File: config.mk
export PLATFORM = sky130hd
export DESIGN_NAME = program_loader
export DESIGN_NICKNAME = d
export VERILOG_FILES = /design/src/rtl/program_loader.sv
export SDC_FILE = /design/constraint.sdc
export NUM_CORES = 1
export LEC_CHECK = 0
export CAP_MARGIN = 20
export CORE_ASPECT_RATIO = 0.75
export CORE_MARGIN = 4
export CORE_UTILIZATION = 57
export DETAILED_ROUTE_END_ITERATION = 10
export GPL_ROUTABILITY_DRIVEN = 0
export PLACE_DENSITY = 0.86
export SYNTH_ARGS = -nofsm -noshare
export SYNTH_HDL_FRONTEND = slang
export SYNTH_SLANG_ARGS = --single-unit
File: constraint.sdc
create_clock -name clk -period 7.05 [get_ports clk]
set_input_delay 0.705 -clock clk [delete_from_list [all_inputs] [get_ports clk]]
set_output_delay 0.705 -clock clk [all_outputs]
set_load 0.05 [all_outputs]
File: src/rtl/program_loader.sv
// program_loader: byte-stream program loader for the 8-bit RISC core.
// Accepts a valid/ready byte stream, packs byte pairs (high byte first) into
// instructions, writes them to instruction memory from address 0 upward, then
// checks a trailing two's-complement checksum byte. The core is held in reset
// until a load completes with a good checksum.
//
// Ports:
//   clk, rst             system clock, synchronous active-high reset
//   load_start           pulse: begin a load (ignored while busy)
//   load_count           instruction count, sampled with load_start
//   byte_valid/data      input stream; byte_ready is the handshake back
//   imem_we/addr/wdata   registered instruction memory write port
//   core_rst             registered reset to the core (1 = held)
//   busy                 load in progress
//   load_done            one-cycle pulse on a successful load
//   err                  sticky failure flag, cleared by the next accepted load_start
`timescale 1ns/1ps
module program_loader #(
    parameter int unsigned ADDR_WIDTH  = 8,
    parameter int unsigned INSTR_WIDTH = 16,
    parameter int unsigned DEPTH       = 256
) (
    input  logic                   clk,
    input  logic                   rst,
    input  logic                   load_start,
    input  logic [ADDR_WIDTH:0]    load_count,
    input  logic                   byte_valid,
    input  logic [7:0]             byte_data,
    output logic                   byte_ready,
    output logic                   imem_we,
    output logic [ADDR_WIDTH-1:0]  imem_addr,
    output logic [INSTR_WIDTH-1:0] imem_wdata,
    output logic                   core_rst,
    output logic                   busy,
    output logic                   load_done,
    output logic                   err
);

    localparam logic [ADDR_WIDTH:0] DepthW = (ADDR_WIDTH + 1)'(DEPTH);

    typedef enum logic [2:0] {StHalt, StRxHi, StRxLo, StWrite, StRxCsum, StRun} state_e;

    state_e                  state_q, state_d;
    logic [ADDR_WIDTH-1:0]   idx_q, idx_d;
    logic [ADDR_WIDTH:0]     count_q, count_d;
    logic [7:0]              sum_q, sum_d;
    logic [7:0]              hi_q, hi_d;
    logic                    imem_we_q, imem_we_d;
    logic [ADDR_WIDTH-1:0]   imem_addr_q, imem_addr_d;
    logic [INSTR_WIDTH-1:0]  imem_wdata_q, imem_wdata_d;
    logic                    core_rst_q, core_rst_d;
    logic                    load_done_q, load_done_d;
    logic                    err_q, err_d;
    logic [7:0]              sum_next;
    logic                    count_ok;

    assign sum_next = sum_q + byte_data;
    assign count_ok = (load_count != '0) && (load_count <= DepthW);

    always_comb begin
        state_d      = state_q;
        idx_d        = idx_q;
        count_d      = count_q;
        sum_d        = sum_q;
        hi_d         = hi_q;
        imem_we_d    = 1'b0;
        imem_addr_d  = imem_addr_q;
        imem_wdata_d = imem_wdata_q;
        load_done_d  = 1'b0;
        err_d        = err_q;
        case (state_q)
            StHalt, StRun: begin
                // load_start has priority; a concurrent byte is not consumed here
                if (load_start) begin
                    if (count_ok) begin
                        err_d   = 1'b0;
                        idx_d   = '0;
                        sum_d   = '0;
                        count_d = load_count;
                        state_d = StRxHi;
                    end else begin
                        err_d   = 1'b1;
                        state_d = StHalt;
                    end
                end
            end
            StRxHi: begin
                if (byte_valid) begin
                    hi_d    = byte_data;
                    sum_d   = sum_next;
                    state_d = StRxLo;
                end
            end
            StRxLo: begin
                // Load the write port now so it is registered during StWrite
                if (byte_valid) begin
                    sum_d        = sum_next;
                    imem_we_d    = 1'b1;
                    imem_addr_d  = idx_q;
                    imem_wdata_d = {hi_q, byte_data};
                    state_d      = StWrite;
                end
            end
            StWrite: begin
                if ({1'b0, idx_q} == (count_q - 1'b1)) begin
                    state_d = StRxCsum;
                end else begin
                    idx_d   = idx_q + 1'b1;
                    state_d = StRxHi;
                end
            end
            StRxCsum: begin
                if (byte_valid) begin
                    if (sum_next == 8'h00) begin
                        load_done_d = 1'b1;
                        state_d     = StRun;
                    end else begin
                        err_d   = 1'b1;
                        state_d = StHalt;
                    end
                end
            end
            default: state_d = StHalt;
        endcase
        core_rst_d = (state_d != StRun);
    end

    always_ff @(posedge clk) begin
        if (rst) begin
            state_q      <= StHalt;
            idx_q        <= '0;
            count_q      <= '0;
            sum_q        <= '0;
            hi_q         <= '0;
            imem_we_q    <= 1'b0;
            imem_addr_q  <= '0;
            imem_wdata_q <= '0;
            core_rst_q   <= 1'b1;
            load_done_q  <= 1'b0;
            err_q        <= 1'b0;
        end else begin
            state_q      <= state_d;
            idx_q        <= idx_d;
            count_q      <= count_d;
            sum_q        <= sum_d;
            hi_q         <= hi_d;
            imem_we_q    <= imem_we_d;
            imem_addr_q  <= imem_addr_d;
            imem_wdata_q <= imem_wdata_d;
            core_rst_q   <= core_rst_d;
            load_done_q  <= load_done_d;
            err_q        <= err_d;
        end
    end

    assign byte_ready = (state_q == StRxHi) || (state_q == StRxLo) || (state_q == StRxCsum);
    assign busy       = (state_q != StHalt) && (state_q != StRun);
    assign imem_we    = imem_we_q;
    assign imem_addr  = imem_addr_q;
    assign imem_wdata = imem_wdata_q;
    assign core_rst   = core_rst_q;
    assign load_done  = load_done_q;
    assign err        = err_q;

endmodule
==> results summary, run 1 <==
The row count is 22. The total number of H-tree levels came out at 3. The count of maximum capacitance violations came out at 0. The initial antenna violation count is 0. Clock tree synthesis inserted a total of 9 buffers. The post-cts resize count is 0. The post-layout net count is 460. The count of buffers inserted at the top-level ports is 50. For this run, the leading register cell type out of synthesis is sky130_fd_sc_hd__dfxtp_1. The worst path setup slack after routing is 3897 ps.

The sequential element share of the synthesized area came out at 41.42%. The pre-CTS setup slack is 3231 ps. The number of buffers on the longest clock path is 2.

The total congestion overflow is 0. The worst hold slack across all endpoints came out at 449.0 ps. The worst setup path is captured at an output port.

The average wire length per cell after detail routing is 14.83 microns. The synthesized netlist net count is between 400 and 500. The hold buffer count at CTS is 0.

The number of fill cells in the layout came out at 370. The average size of a mapped cell is about 8.1 sq um. The final worst-path cycle share is 44.72%. The HPWL reported at the end of detailed placement is 5414 microns. The max-slew violation total from the final report came out at 0. The master cell of the clock root buffer is sky130_fd_sc_hd__clkbuf_8. The x dimension of the die came out at slightly above 90 microns. The number of hold violations in the final report is 0.

The netlist area before placement is 3093 sq um. The repair_antennas step left the layout with diodes totalling 0. The count of unresolved DRC violations after routing came out at 0. The worst slew slack as a fraction of its limit came out at about a third. The synthesis warning total is 0. The TritonCTS clock tree is done. The clock drives 64 sinks. The run finished with clean final reports. The number of enable flip-flop cells after synthesis came out at 0. The reported leakage power came out at 1.437 nW.

Leaving out fill and tap cells, the most frequent cells in the layout are sky130_fd_sc_hd__nand2_1 (68), sky130_fd_sc_hd__dfxtp_1 (64), sky130_fd_sc_hd__clkdlybuf4s50_1 (49). The total power divided by cell area is 215.5 nW/um^2. The peak supply drop is 169.7 uV. STA classifies the critical path startpoint as a register.

The number of buffers inserted by post-CTS setup repair is 0. The number of nets with antenna violations after routing came out at 0. The via count came out at 2794. The area taken by multi-input logic gates came out at 1717 sq um.

The type of the tightest min-delay check is reg -> reg. The post-route standard cell area excluding fillers is 3864 sq um. The worst-margin pin slew is 997.5 ps.

The clock slew at the register clock pins of the worst setup and hold paths is 70 ps. The library cell used most frequently in the layout, excluding fill and tap cells, is sky130_fd_sc_hd__nand2_1. The placed instance area came out at between 3000 and 4000 sq um. The peak clock frequency supported by timing is between 300 and 400 MHz.

The via count of the first global-routing pass is 2683. The peak fanout along the critical path is 9. The global-route usage over all layers is 23.92%. STA puts the critical path data arrival time at 2450 ps. The die covers about 6700 sq um. The number of distinct standard cells referenced by the synthesized netlist is 45. Clock latency on the worst-skew pair, taken at its later pin, is between 300 and 400 ps. Of all flip-flops after synthesis, the portion carrying an async set or reset was 0%. The first global-routing pass estimated about 13000 microns of wire. The worst clock skew came out at 8.897 ps.

The placeable core region came out at 5065 sq um. The growth of design area from synthesis to finish is 24.92%. The length of the first detailed-routing pass in iterations is 4. The vertical die dimension came out at 71.80 microns. The total negative slack for setup checks came out at 0 ps. The synthesized instance count came out at 383. The critical path is of the reg -> out type.

The pin count of the biggest net entering global routing is 57. The final period demand of the worst path is 3153 ps. The total power after layout came out at 0.8324 mW. The data required time at the worst endpoint is approximately 6300 ps.

The final setup violation count came out at 0. The combined flip-flop and latch cell area is 1281 sq um. The post-route netlist has 7.143% of its cells at a drive strength greater than 1. Setup repair after global routing left no endpoint under its margin. a little over 50 I/O pins were placed. Once the floorplan was initialized, standard cells occupied between 60 and 70% of the core.

The count of state elements after synthesis is 64. The initial DRC count came out at just under 200. In the routed layout, each cell is associated on average with a via count of 5.522. Summed over all layers, the routed wires come to 7502 microns.
power breakdown:
part / internal (mW) / leakage, nW / switching, mW
sequential: 0.369 / 0.518 / 0.00851
clock: 0.207 / 0.112 / 0.141
combinational: 0.0454 / 0.808 / 0.0614
total: 0.621 / 1.44 / 0.211
through the flow:
stage	util [%]	cells
detailed placement	71.71	489
finish	76.28	506
global placement	71.71	489
global route	76.28	506
CTS	76.06	505
floorplan	-	383
cells by family after synthesis:
group / synth area share (%)
DFF: 41.42
adders and majority gates: 4.288
buffers and inverters: 3.398
AOI/OAI and AO/OA: 15.66
and+or+nand+nor: 24.51
muxes: 6.189
xor gates and xnor gates: 4.531
state kept, by name, summed over array words and instances, names as in the netlist:
register / cells
idx_q: 8
imem_we: 1
state_q: 3
sum_q: 8
hi_q: 8
count_q: 9
err: 1
imem_wdata: 16
imem_addr: 8
core_rst: 1
load_done: 1
worst max-delay path: stages (launching register included):
cell                              delay (ps)
sky130_fd_sc_hd__dfxtp_1                 460
sky130_fd_sc_hd__nor2b_1                 320
sky130_fd_sc_hd__nor2_1                  120
sky130_fd_sc_hd__or2_2                   310
sky130_fd_sc_hd__nand2_1                  70
sky130_fd_sc_hd__clkdlybuf4s50_1         810
area by class of cell:
cell class | count | share of cell area, %
Multi-Input combinational cell | 291 | 44.43
Inverter | 11 | 1.069
Sequential cell | 64 | 33.16
Clock buffer | 10 | 3.562
Clock inverter | 6 | 2.137
Tap cell | 72 | 2.332
Timing Repair Buffer | 52 | 13.31
routing by layer:
metal / track usage, % / vias up / wire, microns
met1: 32.71 / 1293 / 3496
li1: - / 1414 / -
met5: 0 / - / 0
met3: 8.919 / 11 / 537
met2: 36.07 / 76 / 3375
met4: 5.366 / 0 / 93
cell usage after synthesis (all sizes together) (2+ instances only):
library cell  number  area [sq um]
nand2             68         255.2
dfxtp             64          1281
a21oi             45         229.0
nor2              40         150.1
mux2i             18         180.2
clkbuf            17         63.81
o21ai             12         60.05
or3               12         75.07
inv               11         41.29
nand3             11         55.05
ha                 9         112.6
xor2               9         78.83
a21o               7         52.55
xnor2              7         61.31
or2                6         37.54
nor3               5         25.02
a31oi              4         25.02
nor2b              4         25.02
or4                4         33.78
a211oi             3         22.52
nand2b             2         12.51
nor3b              2         15.01
nor4               2         12.51
o2111ai            2         17.52
o21a               2         15.01
final timing paths:
kind | from | endpoint | slack (ps) | cells after the start
setup reg to reg | count_q[2]$_SDFFE_PP0P_ | core_rst$_SDFF_PP1_ | 4250 | 7
hold reg to reg | hi_q[5]$_SDFFE_PP0P_ | imem_wdata[13]$_SDFFE_PP0P_ | 450 | 2
hold / removal | hi_q[5]$_SDFFE_PP0P_ | imem_wdata[13]$_SDFFE_PP0P_ | 450 | 2
setup / recovery | state_q[1]$_SDFF_PP0_ | byte_ready | 3900 | 5
Note: power is estimated with default switching activity, not from simulation.
==> run 2, diff against run 1 <==
--- a/config.mk
+++ b/config.mk
@@ -8,10 +8,10 @@
 export CAP_MARGIN = 20
 export CORE_ASPECT_RATIO = 0.75
 export CORE_MARGIN = 4
-export CORE_UTILIZATION = 57
+export CORE_UTILIZATION = 53
 export DETAILED_ROUTE_END_ITERATION = 10
 export GPL_ROUTABILITY_DRIVEN = 0
-export PLACE_DENSITY = 0.86
+export PLACE_DENSITY = 0.8
 export SYNTH_ARGS = -nofsm -noshare
 export SYNTH_HDL_FRONTEND = slang
 export SYNTH_SLANG_ARGS = --single-unit
==> constraint.sdc (replaced) <==
create_clock -name clk -period 3.2 [get_ports clk]
set_input_delay 0.32 -clock clk [delete_from_list [all_inputs] [get_ports clk]]
set_output_delay 0.32 -clock clk [all_outputs]
set_load 0.05 [all_outputs]
==> results summary, run 2 (synthesized netlist as in run 1, its figures left out) <==
The cell sitting at the root of the clock tree is a sky130_fd_sc_hd__clkbuf_8. The worst setup path is of the reg -> out kind. The number of buffers inserted by post-CTS setup repair is 0 (unchanged). The final period demand of the worst path is about 2800 ps.

The worst-margin pin slew came out at 707.4 ps (-290.1 ps). The tightest min-delay check is of the in -> reg type. The initial DRC count came out at 239 (+24%). The placeable core region was 5497 sq um (+8.5%). The library cell contributing the largest single delay on the critical path is sky130_fd_sc_hd__clkdlybuf4s50_1. The count of buffers inserted at the top-level ports came out at 50 (unchanged). The average wire length per cell after detail routing was 14.97 microns (+0.96%).

The clock insertion delay at the later pin of the skew report came out at 350 ps (about the same). The pin count of the biggest net entering global routing came out at 42 (-26%). Broken down by cell family, the worst path's largest delay share belongs to simple AND/OR/NAND/NOR gates. The max-slew violation total from the final report came to 0 (unchanged). The row count came out at 23 (+4.5%).

The share of cells above drive strength 1 is 8.200% (+1.1 points). The final setup violation count came out at 0 (unchanged). The TritonCTS clock tree is done. The peak supply drop came out at 320.3 uV (+89%).

The number of buffer and inverter stages on the critical path came out at 1 (unchanged). STA classifies the critical path endpoint as an output port. Relative to the synthesized area, the layout overhead comes to 26.34%. The number of flip-flops under the largest register name came out at 16 (unchanged). The data required time at the worst endpoint is 2880 ps (-3460 ps). The number of buffers on the longest clock path is 2 (unchanged).

The hold buffer count at CTS was 0 (unchanged). The via count came out at 2920 (+4.5%). The total power divided by cell area is 477.8 nW/um^2 (+120%). The data arrival time of the critical path is 2510 ps (+60 ps).

The count of maximum capacitance violations is 0 (unchanged). Setup repair after global routing left no endpoint under its margin. STA classifies the critical path startpoint as a register.

The total negative slack for setup checks is 0 ps (unchanged). The total congestion overflow is 0 (unchanged). The final core area utilization came out at 71.09% (-5.2 points). The number of ports placed on the die boundary came out at 51 (unchanged). The peak fanout along the critical path is 9 (unchanged). The post-cts resize count came out at 0 (unchanged).

The x dimension of the die came to 96.21 microns (+3.4%). The initial antenna violation count came out at 0 (unchanged). The first-pass GRT wire length came to 12850 microns (+2.0%).

The clock buffer count from CTS is 9 (unchanged). The number of antenna repair diodes is 0 (unchanged). Walking the worst path, the cells encountered are nor2b_1 > nor2_1 > or2_2 > nand2_1 > clkdlybuf4s50_1.

The number of nets with antenna violations after routing is 0 (unchanged). The total number of H-tree levels is 3 (unchanged). The vertical die dimension is 74.16 microns (+3.3%). The flow ran to the end, and the final reports show no timing, DRC or antenna violations. The number of hold violations in the final report was 0 (unchanged).

The length of the first detailed-routing pass in iterations came out at 7 (+3). The worst clock skew is 8.589 ps (-0.3077 ps). The reported leakage power came out at 1.459 nW (+1.5%). The count of unresolved DRC violations after routing was 0 (unchanged). The via count of the first global-routing pass came out at 2634 (-1.8%). The worst slew slack as a fraction of its limit came out at 52.67% (+19 points). The global-route usage over all layers is 23.49% (-0.43 points). The total wirelength of the detailed-routed design came out at 7694 microns (+2.6%). The HPWL reported at the end of detailed placement came out at 5548 microns (+2.5%). In the layout the commonest cells are sky130_fd_sc_hd__nand2_1 (68), sky130_fd_sc_hd__dfxtp_1 (64), sky130_fd_sc_hd__clkdlybuf4s50_1 (49). The clock slew at the register clock pins of the worst setup and hold paths was 80 ps (about the same).

The worst path uses 88.41% of the clock period. The number of fill cells in the layout was 449 (+21%). The highest cell delay on the worst timing path came to 810 ps (about the same).

The post-layout net count came out at 465 (+1.1%). The detail-routed via count per cell was 5.681 (+2.9%). The peak clock frequency supported by timing is 353.5 MHz. The initial core utilization came out at 56.27% (-4.8 points). Leaving out fill and tap cells, the most frequent cell in the layout is sky130_fd_sc_hd__nand2_1.

The clock sink total came out at 64 (unchanged). The die area came out at 7135 sq um (+6.8%).
run 2: layer usage:
layer	up-vias	global-route usage, %	routed length [microns]
li1	1432	-	-
met1	1355	34.85	3730
met2	120	32.44	3211
met3	13	5.763	642
met4	0	9.306	109
met5	-	0	0
run 2: where the power goes:
group          internal [mW]  leakage [nW]  switching (mW)
sequential             0.813         0.518          0.0184
clock                  0.448         0.111           0.345
combinational          0.102         0.831           0.140
total                   1.36          1.46           0.504
run 2: cell type report:
class                   instances  area, sq um  area share, %
clock buffers                   9        123.9          3.170
repair buffers                 57        548.0          14.02
clock inverters                 7        102.6          2.626
inverters                      11        41.29          1.057
well taps                      75        93.84          2.402
flip-flops and latches         64         1281          32.79
multi-input cells             291         1717          43.93
run 2: final timing paths:
| kind | startpoint | to | slack, ps | cells after the start |
|---|---|---|---|---|
| max | state_q[1]$_SDFF_PP0_ | byte_ready | 370 | 5 |
| min | rst | count_q[8]$_SDFFE_PP0P_ | 340 | 2 |
| max reg2reg | count_q[2]$_SDFFE_PP0P_ | core_rst$_SDFF_PP1_ | 490 | 7 |
| min reg2reg | hi_q[7]$_SDFFE_PP0P_ | imem_wdata[15]$_SDFFE_PP0P_ | 450 | 2 |
run 2: worst register-to-register path, stage by stage (launching register included):
cell and delay, ps:
sky130_fd_sc_hd__dfxtp_1 380, sky130_fd_sc_hd__or4_4 590, sky130_fd_sc_hd__or4_1 480, sky130_fd_sc_hd__a211oi_1 240
sky130_fd_sc_hd__o2111ai_1 250, sky130_fd_sc_hd__or3_1 400, sky130_fd_sc_hd__a41oi_2 190, sky130_fd_sc_hd__o21ai_1 80
run 2: metrics by stage:
step | power [mW] | std cells | cell area (sq um) | hold WS, ps | worst slack [ps]
after floorplan | 1.005 | 383 | 3093 | 431.3 | 720.9
after global placement | 1.080 | 498 | 3681 | 439.3 | 335.4
after detailed placement | 1.087 | 498 | 3681 | 446.6 | 231.3
after CTS | 1.878 | 514 | 3908 | 332.2 | 355.9
after global routing | 1.932 | 514 | 3908 | 358.5 | 264.4
final | 1.867 | 514 | 3908 | 339.2 | 371.0
